<file path="config.mk">
export PLATFORM = sky130hd
export DESIGN_NAME = ram_arbiter_flat
export DESIGN_NICKNAME = d
export VERILOG_FILES = /design/src/rtl/ram_arbiter_if.sv /design/src/rtl/ram_arbiter.sv /design/src/flat_wrapper.sv
export SDC_FILE = /design/constraint.sdc
export NUM_CORES = 1
export LEC_CHECK = 0
export BUFFER_PORTS_ARGS = -buffer_cell sky130_fd_sc_hd__buf_4
export CAP_MARGIN = 0
export CORE_ASPECT_RATIO = 1.5
export CORE_UTILIZATION = 45
export CTS_BUF_LIST = sky130_fd_sc_hd__clkbuf_4
export CTS_CLUSTER_SIZE = 30
export DETAILED_ROUTE_END_ITERATION = 6
export GPL_TIMING_DRIVEN = 0
export HOLD_SLACK_MARGIN = 0.1
export PLACE_DENSITY = 0.8
export SLEW_MARGIN = 25
export SYNTH_ARGS = -nofsm -noshare
export SYNTH_HDL_FRONTEND = slang
export SYNTH_SLANG_ARGS = --single-unit
</file>
<file path="constraint.sdc">
create_clock -name clk -period 3.5 [get_ports clk]
set_clock_uncertainty 0.1 [all_clocks]
set_input_delay 0.7 -clock clk [delete_from_list [all_inputs] [get_ports clk]]
set_output_delay 0.7 -clock clk [all_outputs]
set_load 0.05 [all_outputs]
</file>
<file path="src/rtl/ram_arbiter_if.sv">
// ram_arbiter_if: bundle of requester-side and RAM-side signals of ram_arbiter.
//   Requester side: req, req_wr, req_addr, req_wdata (to arbiter),
//                   gnt, done, rdata, err (from arbiter).
//   RAM side:       ram_din, ram_rx_valid (to RAM), ram_dout, ram_tx_valid (from RAM).
// slave modport is the arbiter's view; master modport is the environment's view.
interface ram_arbiter_if #(
  parameter int NREQ = 2
);
  logic [NREQ-1:0]   req;
  logic [NREQ-1:0]   req_wr;
  logic [8*NREQ-1:0] req_addr;
  logic [8*NREQ-1:0] req_wdata;
  logic [NREQ-1:0]   gnt;
  logic [NREQ-1:0]   done;
  logic [7:0]        rdata;
  logic              err;
  logic [9:0]        ram_din;
  logic              ram_rx_valid;
  logic [7:0]        ram_dout;
  logic              ram_tx_valid;

  modport slave (
    input  req, req_wr, req_addr, req_wdata, ram_dout, ram_tx_valid,
    output gnt, done, rdata, err, ram_din, ram_rx_valid
  );

  modport master (
    output req, req_wr, req_addr, req_wdata, ram_dout, ram_tx_valid,
    input  gnt, done, rdata, err, ram_din, ram_rx_valid
  );
endinterface

</file>
<file path="src/rtl/ram_arbiter.sv">
// ram_arbiter: round-robin arbiter and command sequencer in front of a
// single-port 256x8 RAM that takes 10-bit command frames.
// Each grant runs one atomic transaction: address frame, data frame, then
// for reads a bounded wait for ram_tx_valid.
// Ports:
//   clk  - rising-edge clock
//   rst  - asynchronous active-high reset
//   bus  - ram_arbiter_if.slave (requests/grants/completions and RAM frames)
// All outputs are registered and reset to zero.
module ram_arbiter #(
  parameter int NREQ       = 2,
  parameter int RD_TIMEOUT = 4
) (
  input  logic           clk,
  input  logic           rst,
  ram_arbiter_if.slave   bus
);

  localparam int PTR_W = (NREQ > 1) ? $clog2(NREQ) : 1;
  localparam logic [PTR_W-1:0] LAST = PTR_W'(NREQ - 1);
  localparam logic [PTR_W:0]   NREQ_W = (PTR_W + 1)'(NREQ);
  localparam logic [3:0]       TMO = 4'(RD_TIMEOUT);
  localparam logic [NREQ-1:0]  ONE = {{(NREQ-1){1'b0}}, 1'b1};

  typedef enum logic [1:0] {IDLE, ADDR, DATA, RWAIT} state_t;

  state_t             state_q, state_d;
  logic [PTR_W-1:0]   ptr_q, ptr_d;
  logic [3:0]         cnt_q, cnt_d;
  logic               wr_q, wr_d;
  logic [7:0]         addr_q, addr_d;
  logic [7:0]         wdata_q, wdata_d;
  logic [PTR_W-1:0]   owner_q, owner_d;
  logic [NREQ-1:0]    gnt_q, gnt_d;
  logic [NREQ-1:0]    done_q, done_d;
  logic [7:0]         rdata_q, rdata_d;
  logic               err_q, err_d;
  logic [9:0]         din_q, din_d;
  logic               rxv_q, rxv_d;

  // Request vector rotated so bit 0 is the requester at the pointer.
  logic [2*NREQ-1:0]  rot;
  logic               found;
  logic [PTR_W-1:0]   off;
  logic [PTR_W:0]     win_sum;
  logic [PTR_W-1:0]   win;
  logic [3:0]         cnt_inc;

  always_comb begin
    state_d = state_q;
    ptr_d   = ptr_q;
    cnt_d   = cnt_q;
    wr_d    = wr_q;
    addr_d  = addr_q;
    wdata_d = wdata_q;
    owner_d = owner_q;
    gnt_d   = '0;
    done_d  = '0;
    rdata_d = rdata_q;
    err_d   = 1'b0;
    din_d   = din_q;
    rxv_d   = 1'b0;
    rot     = {bus.req, bus.req} >> ptr_q;
    found   = 1'b0;
    off     = '0;
    win_sum = '0;
    win     = '0;
    cnt_inc = (cnt_q == 4'hF) ? 4'hF : cnt_q + 4'd1;

    case (state_q)
      IDLE: begin
        for (int k = 0; k < NREQ; k++) begin
          if (!found && rot[k]) begin
            found = 1'b1;
            off   = PTR_W'(k);
          end
        end
        win_sum = {1'b0, ptr_q} + {1'b0, off};
        win     = (win_sum >= NREQ_W) ? PTR_W'(win_sum - NREQ_W) : PTR_W'(win_sum);
        if (found) begin
          for (int j = 0; j < NREQ; j++) begin
            if (win == PTR_W'(j)) begin
              wr_d    = bus.req_wr[j];
              addr_d  = bus.req_addr[8*j +: 8];
              wdata_d = bus.req_wdata[8*j +: 8];
            end
          end
          owner_d = win;
          gnt_d   = ONE << win;
          ptr_d   = (win == LAST) ? '0 : win + 1'b1;
          din_d   = {(wr_d ? 2'b00 : 2'b10), addr_d};
          rxv_d   = 1'b1;
          state_d = ADDR;
        end
      end
      ADDR: begin
        din_d   = {(wr_q ? 2'b01 : 2'b11), (wr_q ? wdata_q : 8'h00)};
        rxv_d   = 1'b1;
        state_d = DATA;
      end
      DATA: begin
        if (wr_q) begin
          done_d  = ONE << owner_q;
          state_d = IDLE;
        end else begin
          cnt_d   = 4'd0;
          state_d = RWAIT;
        end
      end
      RWAIT: begin
        if (bus.ram_tx_valid) begin
          rdata_d = bus.ram_dout;
          done_d  = ONE << owner_q;
          state_d = IDLE;
        end else begin
          cnt_d = cnt_inc;
          if (cnt_inc == TMO) begin
            rdata_d = 8'h00;
            done_d  = ONE << owner_q;
            err_d   = 1'b1;
            state_d = IDLE;
          end
        end
      end
      default: state_d = IDLE;
    endcase
  end

  // Control state and all visible outputs.
  always_ff @(posedge clk or posedge rst) begin
    if (rst) begin
      state_q <= IDLE;
      ptr_q   <= '0;
      cnt_q   <= '0;
      gnt_q   <= '0;
      done_q  <= '0;
      rdata_q <= '0;
      err_q   <= 1'b0;
      din_q   <= '0;
      rxv_q   <= 1'b0;
    end else begin
      state_q <= state_d;
      ptr_q   <= ptr_d;
      cnt_q   <= cnt_d;
      gnt_q   <= gnt_d;
      done_q  <= done_d;
      rdata_q <= rdata_d;
      err_q   <= err_d;
      din_q   <= din_d;
      rxv_q   <= rxv_d;
    end
  end

  // Latched operands of the granted request; only read after a grant.
  always_ff @(posedge clk) begin
    wr_q    <= wr_d;
    addr_q  <= addr_d;
    wdata_q <= wdata_d;
    owner_q <= owner_d;
  end

  assign bus.gnt          = gnt_q;
  assign bus.done         = done_q;
  assign bus.rdata        = rdata_q;
  assign bus.err          = err_q;
  assign bus.ram_din      = din_q;
  assign bus.ram_rx_valid = rxv_q;

endmodule

</file>
<file path="src/flat_wrapper.sv">
// flat-port wrapper written by rule: the top's interface ports become plain ports
module ram_arbiter_flat 
#(
  parameter int NREQ       = 2,
  parameter int RD_TIMEOUT = 4
)
  (clk, rst, bus_req, bus_req_wr, bus_req_addr, bus_req_wdata, bus_ram_dout, bus_ram_tx_valid, bus_gnt, bus_done, bus_rdata, bus_err, bus_ram_din, bus_ram_rx_valid);
  ram_arbiter_if #(.NREQ(NREQ)) bus_i ();
  input  logic clk;
  input  logic rst;
  input wire logic [$bits(bus_i.req)-1:0] bus_req;
  input wire logic [$bits(bus_i.req_wr)-1:0] bus_req_wr;
  input wire logic [$bits(bus_i.req_addr)-1:0] bus_req_addr;
  input wire logic [$bits(bus_i.req_wdata)-1:0] bus_req_wdata;
  input wire logic [$bits(bus_i.ram_dout)-1:0] bus_ram_dout;
  input wire logic [$bits(bus_i.ram_tx_valid)-1:0] bus_ram_tx_valid;
  output wire logic [$bits(bus_i.gnt)-1:0] bus_gnt;
  output wire logic [$bits(bus_i.done)-1:0] bus_done;
  output wire logic [$bits(bus_i.rdata)-1:0] bus_rdata;
  output wire logic [$bits(bus_i.err)-1:0] bus_err;
  output wire logic [$bits(bus_i.ram_din)-1:0] bus_ram_din;
  output wire logic [$bits(bus_i.ram_rx_valid)-1:0] bus_ram_rx_valid;
  assign bus_i.req = bus_req;
  assign bus_i.req_wr = bus_req_wr;
  assign bus_i.req_addr = bus_req_addr;
  assign bus_i.req_wdata = bus_req_wdata;
  assign bus_i.ram_dout = bus_ram_dout;
  assign bus_i.ram_tx_valid = bus_ram_tx_valid;
  assign bus_gnt = bus_i.gnt;
  assign bus_done = bus_i.done;
  assign bus_rdata = bus_i.rdata;
  assign bus_err = bus_i.err;
  assign bus_ram_din = bus_i.ram_din;
  assign bus_ram_rx_valid = bus_i.ram_rx_valid;
  ram_arbiter #(.NREQ(NREQ), .RD_TIMEOUT(RD_TIMEOUT)) u_core (.clk(clk), .rst(rst), .bus(bus_i));
endmodule
</file>
# Word-level counts from Yosys, hierarchy flattened

Cells that the tools add are included.

Register bits: 41
Bits of input ports: 47
Output and inout port bits: 24

$add $sub $neg: 4
Magnitude comparators: 1
Equality and inequality tests: 9
Shifts and indexed selects: 3
Mux-type cells: 40
Reduce and logical (&&, ||, !) cells: 11

Operators with widths:

| kind                | count |
|---|---|
| $mux 8              | 5 |
| $mux 2              | 11 |
| $pmux 10 s2         | 1 |
| $mux 1              | 15 |
| $mux 4              | 3 |
| $mux 10             | 1 |
| $pmux 2 s4          | 1 |
| $pmux 4 s2          | 1 |
| $reduce_and 2->1    | 4 |
| $reduce_bool 2->1   | 3 |
| $add 4x1->4 const B | 1 |
| $eq 2x2->1 const B  | 2 |
| $eq 4x3->1 const B  | 1 |
| $eq 4x4->1 const B  | 1 |
| $ne 2x2->1 const B  | 2 |
| $pmux 2 s2          | 1 |
| $shl 1x1->2 const A | 2 |
| $shr 4x1->2         | 1 |
| $ne 3x2->1 const B  | 1 |
| $reduce_and 3->1    | 1 |
| $add 1x1->2         | 1 |
| $eq 2x1->1 const B  | 1 |
| $ge 2x2->1 const B  | 1 |
| $logic_not 2->1     | 1 |
| 6 further kinds     | 6 |

# Longest topological paths before layout

Gate-level depths: netlist of the first run.

Depth in word-level cells: 16
Depth in mapped cells: 7

# Worst setup path before layout of the first run

No wires, ideal clock.

Kind: flip-flop to flip-flop
Start: reg u_core.state_q[0]
End: reg u_core.owner_q (enable)
Library setup time: 0.376 ns
Arrival: 1.410 ns
Data required time: 3.024 ns
Slack: 1.614 ns
Cell stages (with the launch flop): 5
Buffers on the path: 2
Cells stage by stage: dfrtp_1 > buf_2 > or2_1 > clkbuf_1 > nor2_1

Cells in the longest elaborated chain, start to end: 2

RTL lines:

| what                       | line               | text |
|---|---|---|
| from (decl)                | ram_arbiter.sv:27  | `state_t state_q, state_d;` |
| from (signal assigned)     | ram_arbiter.sv:142 | `state_q <= state_d;` |
| $logic_not 2->1            | ram_arbiter.sv:70  | `case (state_q)` |
| $reduce_and 2->1 (no line) | n/a                |  |
| to (signal assigned)       | ram_arbiter.sv:159 | `owner_q <= owner_d;` |
| to (decl)                  | ram_arbiter.sv:33  | `logic [PTR_W-1:0] owner_q, owner_d;` |

Every way passes these cells.
A chain may end at the register's enable or synchronous reset.

# Final worst setup path of the first run

Start: reg u_core.state_q[0]
End: reg u_core.wdata_q[0] (enable)

Cells in the longest elaborated chain, start to end: 2

RTL lines:

| what                       | line               | text |
|---|---|---|
| $logic_not 2->1            | ram_arbiter.sv:70  |  |
| $reduce_and 2->1 (no line) | n/a                |  |
| to (signal assigned)       | ram_arbiter.sv:158 | `wdata_q <= wdata_d;` |
| to (decl)                  | ram_arbiter.sv:32  | `logic [7:0] wdata_q, wdata_d;` |

Every way passes these cells.

==> reports/qor.yml, run 1 <==
status:
  status: "completed"
die:
  io-pin-count: 71
  die_w_um: 54.9
  coreArea_mm2: 0.00399
  die_h_um: 81.4
  die_area_mm2: 0.00447
  placementRows: 28
  start_util_pct: 47.4
logic_synthesis:
  yosys-top-cells-area: "dfrtp_1 41%, edfxtp_1 16%, mux2_1 4.8%"
  ys_warn_count: 0
  syn_area_mm2: 0.00189
  ys_types: 41
  synth.avg_cell_area_um2: 11.9
  synth-seq-cells: 41
  syn_nets: 207
  synth_edf_count: 10
  synth_top_area_share_pct: 41.0
  async_flop_share_pct: 75.6
  synth-main-ff-cell: "dfrtp_1"
  yosysSeqAreaShare_pct: 56.9
  syn_inst: 159
  yosys.area.top_type: "dfrtp_1"
pwr:
  vdd_drop_max_mv: 0.598
  p_total_mw: 2.29
  p_int_mw: 1.24
  comb_power_share_pct: 52.6
  switching_share_pct: 45.7
  pwr-share-seq_pct: 34.5
  clkPwrFrac_pct: 12.9
  power.density_mw_per_mm2: 899
  cellLeakagePower_nw: 1.19
  switchingPower_mw: 1.05
timing:
  report.final.setup_viol: 0
  slew_headroom_pct: 42.0
  tns_ns: 0
  finalCritPeriodShare_pct: 64.2
  finalCriticalPeriod_ns: 2.25
  hold_viol_final: 0
  tightest_slew_ns: 0.867
  timing.fmax_mhz: 445
  rsz0062_at_grt: "false"
  fin_ws_ns: 1.25
  slew_viol_final: 0
drt:
  wirelength_mm: 4.11
  routed-via-count: 1560
  ant_nets: 0
  dr.pass1.iters: 4
  drc: 0
  wl_per_cell_um: 14.6
  drt_iter0_markers: 22
  vias_per_cell: 5.55
critical_path:
  r2r-start: "u_core.state_q[0]"
  rrSetupSlack_ns: 1.25
  cp_top_family: "simple AND/OR/NAND/NOR gates"
  crit_path_max_incr_delay_ns: 0.72
  critPathBufInv: 2
  cpMaxStageDelayCell: "nor2_1"
  critical_path.endpoint_type: "register"
  cp-start-kind: "register"
  r2r-end: "u_core.wdata_q[0]"
  worstSetupPathType: "reg2reg"
  arrival_ns: 2.13
  worstRegToRegCells: 4
  cp_cell_sequence: "buf_2 > or2_1 > clkbuf_1 > nor2_1"
  critPathRequiredTime_ns: 3.39
  path_max_fanout: 10
grt:
  antenna_found_initial: 0
  grt_overflow: 0
  grt_pass1_vias: 1512
  globalRouteTotalUtil_pct: 19.9
  grt_first_pass_wirelength_mm: 6.38
  grt_max_degree: 32
layout:
  stdcell_count: 281
  diodes: 0
  final_cell_mix: "70 x buf_4, 31 x dfrtp_1, 13 x nand2_1, 10 x a22o_1, 10 x edfxtp_1"
  final_common_cell: "buf_4"
  area_growth_pct: 34.6
  drive_gt1_share_pct: 39.4
  nets: 284
placed_design:
  place_congestion: 0.792
  hpwl_mm: 3.14
  dp_cells: 274
  pre_cts_slack_ns: 1.24
  portBuffers: 70
cts:
  cts-root-buf: "clkbuf_4"
  clkSinkCount: 41
  cts-buffers-inserted: 5
  clockBufferDepth: 2
  clkTransAtPathRegs_ns: 0.11
  cts_tree: "built"
  htreeDepth: 2
  ctsHoldBuffers: 0
  cts_resized: 0
  post-cts-setup-buffer-count: 0
  clk_latency_ns: 0.35
flow_run:
  cap_violations: 0
min_path:
  hold_class: "in2async"
==> power by group through the flow <==
stage          clock, mW  combinational, mW  sequential (mW)
3_3_place_gp           0               1.19            0.796
5_1_grt            0.320               1.29            0.816
4_1_cts            0.306               1.21            0.791
6_report           0.295               1.20            0.790
2_1_floorplan          0              0.457             1.19
3_5_place_dp           0               1.21            0.801
==> through the flow <==
| stage | area [um^2] | hold WS, ns | util (%) |
|---|---|---|---|
| floorplan | 1890 | 0.331 | - |
| global placement | 2470 | 0.342 | 61.9 |
| detailed placement | 2470 | 0.355 | 61.9 |
| CTS | 2550 | 0.347 | 63.8 |
| global route | 2550 | 0.368 | 63.8 |
| finish | 2550 | 0.331 | 63.8 |
==> worst register-to-register path: cells and delay by family, from the launching register on <==
family	cells	cell delay [ns]
and+or+nand+nor	2	0.99
buffers and inverters	2	0.42
DFF	1	0.37
==> per-layer routing <==
metal | up-vias | global-route usage [%] | share of wire, %
li1 | 758 | - | -
met1 | 733 | 21.5 | 38
met2 | 62 | 34.8 | 53
met3 | 7 | 5.56 | 6.9
met4 | 0 | 8.50 | 1.7
met5 | - | 0 | 0
==> cell usage after synthesis, drive strengths merged (2+ instances only) <==
library cell	number
o21ai	3
o221ai	10
inv	5
nand2	13
buf	5
mux2	9
nand2b	3
clkbuf	3
a21oi	4
edfxtp	10
dfrtp	31
a21boi	2
a22o	10
nor2b	2
o22ai	2
nand3	10
a31oi	2
and2	2
a22oi	8
nand4bb	2
nor2	11
==> logic make-up (layout without fill, tap and decap cells) <==
| group | Yosys count | in the layout | share of synthesized area (%) |
|---|---|---|---|
| simple gates | 49 | 49 | 14.7 |
| compound gates | 45 | 45 | 18.8 |
| flops | 41 | 41 | 56.9 |
| buf+inv | 13 | 90 | 2.91 |
| mux | 9 | 9 | 5.56 |
| fa+ha+maj | 1 | 1 | 0.661 |
| xor+xnor | 1 | 1 | 0.463 |
==> worst max path at each step <==
stage	startpoint	to	slack, ns	cells past startpoint
finish	u_core.state_q[0]	u_core.wdata_q[0]	1.25	4
global route	u_core.state_q[0]	u_core.wdata_q[2]	1.09	4
CTS	u_core.state_q[0]	u_core.wdata_q[6]	1.21	4
detailed placement	u_core.state_q[0]	u_core.wdata_q[2]	1.24	4
global placement	u_core.state_q[0]	u_core.wdata_q[4]	1.24	4
floorplan	u_core.state_q[0]	u_core.owner_q	1.61	4
==> sequential cells by signal, summed over array words and instances (netlist names) <==
| register | flops |
|---|---|
| u_core.bus.ram_rx_valid | 1 |
| u_core.wr_q | 1 |
| u_core.cnt_q | 4 |
| u_core.bus.ram_din | 10 |
| u_core.bus.rdata | 8 |
| u_core.wdata_q | 8 |
| u_core.state_q | 2 |
| u_core.bus.err | 1 |
| u_core.bus.gnt | 2 |
| u_core.ptr_q | 1 |
| u_core.owner_q | 1 |
| u_core.bus.done | 2 |
==> area by class of cell <==
class | instances | area, um^2
well taps | 45 | 56.3
plain buffers | 8 | 36.3
clock buffers | 5 | 37.5
inverters | 5 | 18.8
flip-flops and latches | 41 | 1080
repair buffers | 70 | 526
fillers | 335 | 1450
clock inverters | 2 | 35.0
multi-input cells | 105 | 761
Note: power is estimated with default switching activity, not from simulation.
==> inputs of run 2 (changes only) <==
--- a/config.mk
+++ b/config.mk
@@ -5,6 +5,7 @@
 export SDC_FILE = /design/constraint.sdc
 export NUM_CORES = 1
 export LEC_CHECK = 0
+export ABC_AREA = 1
 export BUFFER_PORTS_ARGS = -buffer_cell sky130_fd_sc_hd__buf_4
 export CAP_MARGIN = 0
 export CORE_ASPECT_RATIO = 1.5
@@ -14,7 +15,7 @@
 export DETAILED_ROUTE_END_ITERATION = 6
 export GPL_TIMING_DRIVEN = 0
 export HOLD_SLACK_MARGIN = 0.1
-export PLACE_DENSITY = 0.8
+export PLACE_DENSITY = 0.82
 export SLEW_MARGIN = 25
 export SYNTH_ARGS = -nofsm -noshare
 export SYNTH_HDL_FRONTEND = slang
==> constraint.sdc (replaced) <==
create_clock -name clk -period 1.8 [get_ports clk]
set_clock_uncertainty 0.1 [all_clocks]
set_input_delay 0.36 -clock clk [delete_from_list [all_inputs] [get_ports clk]]
set_output_delay 0.36 -clock clk [all_outputs]
set_load 0.05 [all_outputs]
==> run 2 against run 1 <==
Net effect:
- non-clock buffer count down 3
- critical path depth up 3
- highest routed layer unchanged
- fmax up 36%
- cell count up 28%
- largest cell class unchanged
- utilization down 1.4 points
- area after synthesis up 5.5%
==> reports/qor.yml, run 2 <==
status:
  status: "completed"
cts:
  htreeDepth: 2
  clk_latency_ns: 0.36
  clockBufferDepth: 2
  clkSinkCount: 41
  cts-root-buf: "clkbuf_4"
  cts_tree: "built"
  post-cts-setup-buffer-count: 0
  cts-buffers-inserted: 5
  clkTransAtPathRegs_ns: 0.11
timing:
  rsz0062_at_grt: "false"
  slew_headroom_pct: 57.2
  slew_viol_final: 0
  report.final.setup_viol: 0
  fin_ws_ns: 0.146
  finalCritPeriodShare_pct: 91.9
  tightest_slew_ns: 0.640
  timing.fmax_mhz: 604
  finalCriticalPeriod_ns: 1.65
  hold_viol_final: 0
drt:
  dr.pass1.iters: 6
  routed-via-count: 1830
  vias_per_cell: 5.07
  drc: 0
  wl_per_cell_um: 12.7
  wirelength_mm: 4.57
  ant_nets: 0
  drt_iter0_markers: 72
placed_design:
  place_congestion: 0.794
  pre_cts_slack_ns: -0.0727
  dp_cells: 352
  place_area_mm2: 0.00257
  hpwl_mm: 3.47
  portBuffers: 69
die:
  die_w_um: 56.4
  placementRows: 29
  coreArea_mm2: 0.00425
  die_area_mm2: 0.00471
  die_h_um: 83.6
  io-pin-count: 71
  start_util_pct: 47.0
critical_path:
  critPathRequiredTime_ns: 1.94
  crit_path_max_incr_delay_ns: 0.46
  cp-start-kind: "register"
  worstSetupPathType: "reg2reg"
  cp_cell_sequence: "ha_1 > nand3_1 > nand2_1 > nor2_2 > nand2_1 > a21boi_1 > nand2_1"
  critical_path.endpoint_type: "register"
  arrival_ns: 1.79
  crit_top_cell: "nand2_1"
  critPathBufInv: 0
  path_max_fanout: 5
  cpMaxStageDelayCell: "dfrtp_2"
  cp_top_family: "simple AND/OR/NAND/NOR gates"
pwr:
  p_total_mw: 4.48
  cellLeakagePower_nw: 1.43
  vdd_drop_max_mv: 1.32
  power.density_mw_per_mm2: 1690
layout:
  final_cell_mix: "70 x buf_4, 63 x nand2_1, 37 x nand3_1, 30 x dfrtp_1, 28 x inv_1"
  nets: 362
  largest_reg_flops: 10
  final_util_pct: 62.4
  drive_gt1_share_pct: 33.7
  stdcell_count: 361
  diodes: 0
  final_common_cell: "buf_4"
  area_growth_pct: 32.7
  fillers: 366
  fin_area_mm2: 0.00265
logic_synthesis:
  synth_edf_count: 10
  async_flop_share_pct: 75.6
  synth_top_area_share_pct: 38.9
  ys_warn_count: 0
  synth_common_cells: "63 x nand2_1, 37 x nand3_1, 31 x dfrtp_1"
  yosysSeqAreaShare_pct: 53.9
  yosys-top-cells-area: "dfrtp_1 39%, edfxtp_1 15%, nand2_1 12%"
  syn_nets: 285
  synth-main-ff-cell: "dfrtp_1"
  syn_inst: 237
  ys_types: 26
  synth_most_common_cell: "nand2_1"
  syn_area_mm2: 0.00200
  synth.avg_cell_area_um2: 8.42
  synth-seq-cells: 41
  yosys.area.top_type: "dfrtp_1"
flow_run:
  cap_violations: 0
grt:
  grt_overflow: 0
  gr-usage-met3_pct: 5.27
  grt_max_degree: 32
  grt_first_pass_wirelength_mm: 7.93
  grt_pass1_vias: 1813
  antenna_found_initial: 0
  globalRouteTotalUtil_pct: 21.6
  use_met2_pct: 39.6
  busiest_layer: "met2"
  met1_usage_pct: 23.7
min_path:
  hold_class: "in2reg"
-- run 2: cell type report --
type,count,area [um^2],area share [%]
tap,46,57.6,2.17
sequential,41,1080,40.7
clock buffer,6,45.0,1.70
multi-input combinational,155,761,28.7
buffer,5,33.8,1.28
clock inverter,2,11.3,0.425
inverter,36,135,5.10
timing repair buffer,70,528,19.9
-- run 2: per-stage QoR --
step           setup TNS, ns  hold slack, ns
2_1_floorplan              0           0.338
3_3_place_gp          -0.909           0.348
3_5_place_dp          -0.797           0.355
4_1_cts                    0           0.134
5_1_grt                    0           0.146
6_report                   0           0.144
-- run 2: path summary, 6_finish.rpt --
| check | from | depth (start not counted) | slack (ns) | to |
|---|---|---|---|---|
| setup reg to reg | u_core.cnt_q[0] | 7 | 0.15 | u_core.state_q[0] |
| min in group asynchronous | rst | 3 | 0.53 | u_core.bus.ram_rx_valid |
| setup / recovery | u_core.cnt_q[0] | 7 | 0.15 | u_core.state_q[0] |
| max in group asynchronous | rst | 3 | 0.60 | u_core.cnt_q[0] |
| hold / removal | bus_ram_dout[7] | 3 | 0.14 | u_core.bus.rdata[7] |
| hold reg to reg | u_core.owner_q | 2 | 0.40 | u_core.bus.done[1] |
-- run 2: what timing repair did --
item                                    CTS  global route
endpoints found under the setup margin   13            10
hold buffers                              1             0
resized for setup                         1             2
endpoints found under the hold margin    31             0
-- run 2: cell families (layout without fill, tap and decap cells) --
kind of cell	Yosys count	count (layout)	synth area share, %
adder cells (fa/ha/maj)	1	1	0.627
AND/OR/NAND/NOR	130	130	29.7
buffers and inverters	41	119	8.46
flip-flops	41	41	53.9
AO/OA/AOI/OAI	24	24	7.27
-- run 2: per-layer routing --
metal	part of all wire [%]	wire length [um]	up-vias
met5	0	0	-
met4	1.4	65	0
met3	6.2	285	5
met2	54	2480	69
met1	38	1740	841
li1	-	-	915
-- run 2: report_power, final --
group	internal (mW)	leakage (nW)	total (mW)	switching (mW)
clock	0.164	0.0293	0.466	0.302
sequential	1.36	0.479	1.58	0.218
combinational	0.742	0.924	2.44	1.70
total	2.27	1.43	4.48	2.22
-- run 2: tightest hold or removal path: stages --
cell and delay [ns]:
buf_4 0.08, nand3_1 0.06, nand2_1 0.06
